<file path="src/rtl/riscv_hazard_ctrl_pkg.sv">
// Shared types for the hazard controller slice.
//   abi_reg_t    : 5-bit architectural register index
//   ctrl_state_t : hazard FSM state, exported on ctrl_state
package riscvPkg;

  typedef logic [4:0] abi_reg_t;

  typedef enum logic [1:0] {
    StRun     = 2'd0,
    StDrain   = 2'd1,
    StSyscall = 2'd2,
    StHalted  = 2'd3
  } ctrl_state_t;

endpackage

</file>
<file path="src/rtl/riscv_load_use_detect.sv">
// Load-use hazard comparator (purely combinational).
//   ex_valid, ex_is_load, ex_rd : instruction in EX and its destination
//   id_valid, id_rs1, id_rs2    : instruction in ID and its sources
//   load_use                    : ID reads the register the EX load will write
import riscvPkg::*;

module riscv_load_use_detect (
  input  logic     ex_valid,
  input  logic     ex_is_load,
  input  abi_reg_t ex_rd,
  input  logic     id_valid,
  input  abi_reg_t id_rs1,
  input  abi_reg_t id_rs2,
  output logic     load_use
);

  // x0 is hardwired to zero, so a load into it can never create a dependency.
  assign load_use = ex_valid & ex_is_load & (ex_rd != '0) & id_valid &
                    ((ex_rd == id_rs1) | (ex_rd == id_rs2));

endmodule

</file>
<file path="src/rtl/riscv_hazard_ctrl.sv">
// Pipeline hazard and syscall/exception control for a 5-stage RISC-V core.
// Inputs : clk, rst (sync, active-high), ID decode info, EX load/redirect info,
//          MEM/WB occupancy, syscall completion handshake.
// Outputs: stall_f, stall_d, bubble_e, flush_d, halted, except_halt, ctrl_state.
import riscvPkg::*;

module riscv_hazard_ctrl (
  input  logic       clk,
  input  logic       rst,
  input  logic       id_valid,
  input  abi_reg_t   id_rs1,
  input  abi_reg_t   id_rs2,
  input  logic       id_is_syscall,
  input  logic       id_except_ri,
  input  logic       ex_valid,
  input  logic       ex_is_load,
  input  logic       ex_redirect,
  input  abi_reg_t   ex_rd,
  input  logic       mem_valid,
  input  logic       wb_valid,
  input  logic       sys_done,
  input  logic       sys_halt,
  output logic       stall_f,
  output logic       stall_d,
  output logic       bubble_e,
  output logic       flush_d,
  output logic       halted,
  output logic       except_halt,
  output logic [1:0] ctrl_state
);

  ctrl_state_t state_q, state_d;
  logic        drain_ri_q, drain_ri_d;   // DRAIN was entered for a reserved instruction
  logic        except_halt_q, except_halt_d;
  logic        load_use;

  riscv_load_use_detect u_load_use (
    .ex_valid   (ex_valid),
    .ex_is_load (ex_is_load),
    .ex_rd      (ex_rd),
    .id_valid   (id_valid),
    .id_rs1     (id_rs1),
    .id_rs2     (id_rs2),
    .load_use   (load_use)
  );

  always_ff @(posedge clk) begin
    if (rst) begin
      state_q       <= StRun;
      drain_ri_q    <= 1'b0;
      except_halt_q <= 1'b0;
    end else begin
      state_q       <= state_d;
      drain_ri_q    <= drain_ri_d;
      except_halt_q <= except_halt_d;
    end
  end

  always_comb begin
    state_d       = state_q;
    drain_ri_d    = drain_ri_q;
    except_halt_d = except_halt_q;
    stall_f       = 1'b0;
    stall_d       = 1'b0;
    bubble_e      = 1'b0;
    flush_d       = 1'b0;
    halted        = 1'b0;

    unique case (state_q)
      StRun: begin
        if (ex_redirect) begin
          // Taken branch wins: the ID instruction is wrong-path anyway.
          flush_d  = 1'b1;
          bubble_e = 1'b1;
        end else if (id_valid && (id_is_syscall || id_except_ri)) begin
          stall_f    = 1'b1;
          stall_d    = 1'b1;
          bubble_e   = 1'b1;
          drain_ri_d = id_except_ri;
          state_d    = StDrain;
        end else if (load_use) begin
          // One bubble suffices: next cycle EX holds the NOP, not the load.
          stall_f  = 1'b1;
          stall_d  = 1'b1;
          bubble_e = 1'b1;
        end
      end

      StDrain: begin
        if (ex_redirect) begin
          flush_d  = 1'b1;
          bubble_e = 1'b1;
          state_d  = StRun;
        end else if (ex_valid || mem_valid || wb_valid) begin
          stall_f  = 1'b1;
          stall_d  = 1'b1;
          bubble_e = 1'b1;
        end else if (drain_ri_q) begin
          stall_f       = 1'b1;
          stall_d       = 1'b1;
          bubble_e      = 1'b1;
          except_halt_d = 1'b1;
          state_d       = StHalted;
        end else begin
          // Pipe is empty: let the syscall advance out of ID.
          stall_f = 1'b1;
          state_d = StSyscall;
        end
      end

      StSyscall: begin
        stall_f = 1'b1;
        flush_d = 1'b1;
        if (sys_done) begin
          state_d = sys_halt ? StHalted : StRun;
        end
      end

      StHalted: begin
        halted   = 1'b1;
        stall_f  = 1'b1;
        stall_d  = 1'b1;
        bubble_e = 1'b1;
      end

      default: state_d = StRun;
    endcase
  end

  assign except_halt = except_halt_q;
  assign ctrl_state  = state_q;

endmodule

</file>
<file path="config.mk">
export PLATFORM = sky130hd
export DESIGN_NAME = riscv_hazard_ctrl
export DESIGN_NICKNAME = d
export VERILOG_FILES = /design/src/rtl/riscv_hazard_ctrl_pkg.sv /design/src/rtl/riscv_load_use_detect.sv /design/src/rtl/riscv_hazard_ctrl.sv
export SDC_FILE = /design/constraint.sdc
export NUM_CORES = 1
export LEC_CHECK = 0
export ABC_AREA = 0
export CORE_AREA = 2 2 43 45
export DETAILED_ROUTE_END_ITERATION = 16
export DIE_AREA = 0 0 45 47
export GPL_TIMING_DRIVEN = 0
export HOLD_SLACK_MARGIN = 0.02
export PLACE_DENSITY = 0.74
export REMOVE_ABC_BUFFERS = 1
export SYNTH_ARGS = -nofsm -noshare
export SYNTH_HDL_FRONTEND = slang
export SYNTH_SLANG_ARGS = --single-unit
</file>
<file path="constraint.sdc">
create_clock -name clk -period 2 [get_ports clk]
set_clock_uncertainty 0.15 [all_clocks]
set_input_delay 0.5 -clock clk [delete_from_list [all_inputs] [get_ports clk]]
set_output_delay 0.5 -clock clk [all_outputs]
set_load 0.1 [all_outputs]
</file>
==> results summary <==
The run finished, with violations left. The final reports fail on negative setup slack. TritonCTS built the clock tree. The mux contribution to synthesized area came out at 0.0386.

The total area inside the core boundary comes to 1650 sq um. The first global-routing pass estimated 2640 um of wire. The CTS sink count is 4. The count of nets left with antenna violations once routing finished came out at 0. The synthesized design contains 0 enable-type register cells. The reported leakage power came out at 0.000473 uW. Based on the critical path, the design can be clocked at up to 440 MHz. The die boundary height came out at 47 um.

The maximum clock path buffer count came out at 2. The number of standard cells in the final layout excluding fillers is 129. The sequential fraction of the synthesis area is 0.154. The XOR/XNOR share of the synthesized area came out at 0.169. The sequential power share is 0.165. The utilization after layout is 0.661. The weighted congestion at the end of routability-driven global placement is 0.847. The slew of the pin with the lowest slew margin is 560 ps. The setup slack after layout came out at -273 ps. Setup repair after global routing could not meet its margin everywhere. The net switching power of the design is 264 uW.

The worst slack on hold paths came out at 340 ps. The count of port buffers added during placement is 34. The simple-gate share of the synthesized area is 0.214. The final layout contains 146 nets. For this configuration, the core starts out at a cell density of 0.314.

The fraction of power consumed by combinational cells came out at 0.658. The total wire length after detailed routing came out at 1750 um. The boundary pin count came out at 35. The tightest min-delay check is of the reg -> reg type. The via count of the first global-routing pass came out at 654. For this run, the number of Yosys warnings is 0. In this run the horizontal extent of the chip is 45 um. The final hold violation count came out at 0. The type of the worst setup path is in -> out. The clock transition at the registers of the reported paths is 40 ps. Across every metal layer, demand over resource in global routing totals 0.170.

The mean routed wirelength per cell came out at 13.6 um. STA classifies the critical path startpoint as a primary input. The area added between synthesis and finish is 110%. The per-cell via count in the routed design came out at 5.25. The share of final-layout standard cells stronger than drive strength 1 came out at 0.580. The number of register bits inferred by synthesis is 4. Along the worst path, the maximum fanout reaches 2. Setup violations remaining at the end of the flow were counted as 3. The number of optimization iterations in the first detailed-route pass is 4. The count of pins over their slew limit is 0.

The pin count of the biggest net entering global routing is 6. The tool flagged a number of max-cap violations equal to 0. The most common cell after layout, fill and taps aside is sky130_fd_sc_hd__buf_6. Of the total synthesized cell area, the portion taken by full adders, half adders and majority gates is 0.120.

The share of total power dissipated in the clock network is 0.177. The netlist uses 27 different library cells. The part of the cycle the worst path needs came out at 1.14. In this run the cell area of the synthesized design comes to 519 sq um. The remaining global-route overflow came out at 0. Data arrives at the worst endpoint at 1620 ps. In the layout the commonest cells are 10 x sky130_fd_sc_hd__buf_6, 9 x sky130_fd_sc_hd__nand2_1, 9 x sky130_fd_sc_hd__buf_4. The number of antenna diodes in the final layout is 0.

For this run, the leading register cell type out of synthesis is sky130_fd_sc_hd__dfxtp_1. The count of routing violations after the opening detailed-route iteration came out at 2. After synthesis, the largest family of logic cells by area is compound AO/OA/AOI/OAI gates. The initial antenna violation count is 0. The wire-length estimate of the detail-placed layout is 1170 um. The worst max-slew margin expressed relative to the limit is 0.628. The placed instance count is 118. The highest ir drop seen on vdd came out at 0.000551 V. The minimum clock period came out at 2270 ps. The placement row count is 15. The total internal power is 313 uW. The full die area came out at 2120 sq um.

The power consumption is 577 uW. Buffers inserted during clock tree synthesis total 3. The later pin in the worst-skew pair is clocked with a latency of 240 ps. Each instance of the synthesized netlist takes up on average 7.75 sq um. The power per unit of standard cell area came out at 528 nW/um^2. The synthesized-area fraction occupied by ao, oa, aoi and oai cells is 0.275. For this block, the via count after detailed routing is 677. The level count of the clock H-tree came out at 1. The required time of the critical path came out at 1350 ps. In the synthesized netlist the async set-or-reset flop fraction comes to 0.

The tree is rooted in a sky130_fd_sc_hd__clkbuf_4. For this run, design rule violations remaining after detail routing come to 0. Synthesis produced a netlist whose cell count is 67. The fill cell instance count of the final layout came out at 144.

The net switching fraction of the power is 0.457. STA classifies the critical path endpoint as an output port.
repair_timing:
action / CTS / global route
pin swaps: 23 / 1
endpoints found under the setup margin: 8 / 5
buffers inserted: 6 / 2
hold buffers: 0 / 0
resized for setup: 156 / 4
cloned: 0 / 0
power groups by stage:
stage | combinational [uW] | sequential (uW) | clock (uW)
final | 379 | 95.2 | 102
after global routing | 397 | 96.1 | 112
after CTS | 364 | 95.3 | 103
after detailed placement | 312 | 94.8 | 0
after global placement | 310 | 94.7 | 0
after floorplan | 178 | 125 | 0
logic make-up (layout without fill, tap and decap cells):
logic type,count (synthesis),after routing
simple gates,24,24
fa+ha+maj,5,5
compound gates,18,18
xor+xnor,10,10
buf+inv,4,49
mux,2,2
flops,4,4
final cells by class:
cell class | instances | area [sq um] | share of cell area
Multi-Input combinational cell | 59 | 557 | 0.510
Timing Repair Buffer | 42 | 389 | 0.356
Sequential cell | 4 | 85.1 | 0.0779
Clock buffer | 3 | 22.5 | 0.0206
Tap cell | 17 | 21.3 | 0.0195
Inverter | 4 | 17.5 | 0.0160
cells in the mapped netlist, drive strengths merged (2+ instances only):
| library cell | instances | area (sq um) |
|---|---|---|
| xnor2 | 10 | 87.6 |
| nand2 | 9 | 33.8 |
| nor2 | 7 | 26.3 |
| a21oi | 5 | 32.5 |
| ha | 5 | 62.6 |
| dfxtp | 4 | 80.1 |
| inv | 4 | 15.0 |
| nand3 | 3 | 15.0 |
| o21ai | 3 | 18.8 |
| a211oi | 2 | 15.0 |
| a31oi | 2 | 12.5 |
| mux2i | 2 | 20.0 |
| nor3 | 2 | 15.0 |
layer usage:
| layer | GRT usage | part of all wire | up-vias |
|---|---|---|---|
| li1 | - | - | 332 |
| met1 | 0.175 | 0.36 | 318 |
| met2 | 0.337 | 0.54 | 25 |
| met3 | 0.0654 | 0.091 | 2 |
| met4 | 0.0118 | 0.0046 | 0 |
| met5 | 0 | 0 | - |
registers in the layout (all words and copies together) (netlist names):
| name | cells |
|---|---|
| ctrl_state | 2 |
| except_halt | 1 |
| drain_ri_q | 1 |
metrics by stage:
stage          setup TNS (ps)  worst slack, ps  instance area (sq um)
6_report                 -751             -273                   1090
5_1_grt                  -947             -334                   1090
4_1_cts                  -692             -243                   1070
3_5_place_dp            -7130            -1630                    881
3_3_place_gp            -7140            -1650                    881
2_1_floorplan           -9220            -2540                    519
final timing paths:
kind / slack, ps / from / cells past startpoint / to
max reg2reg: 390 / ctrl_state[0] / 6 / ctrl_state[0]
min: 340 / except_halt / 2 / except_halt
min reg2reg: 340 / except_halt / 2 / except_halt
max: -270 / wb_valid / 7 / stall_d
worst max-delay path, cell delays in order:
cell	delay, ps
sky130_fd_sc_hd__clkdlybuf4s15_2	190
sky130_fd_sc_hd__nor3_4	180
sky130_fd_sc_hd__nand2b_1	130
sky130_fd_sc_hd__a21oi_2	200
sky130_fd_sc_hd__a21o_1	160
sky130_fd_sc_hd__a31oi_2	50
sky130_fd_sc_hd__buf_6	200
(Power assumes the default switching activity.)
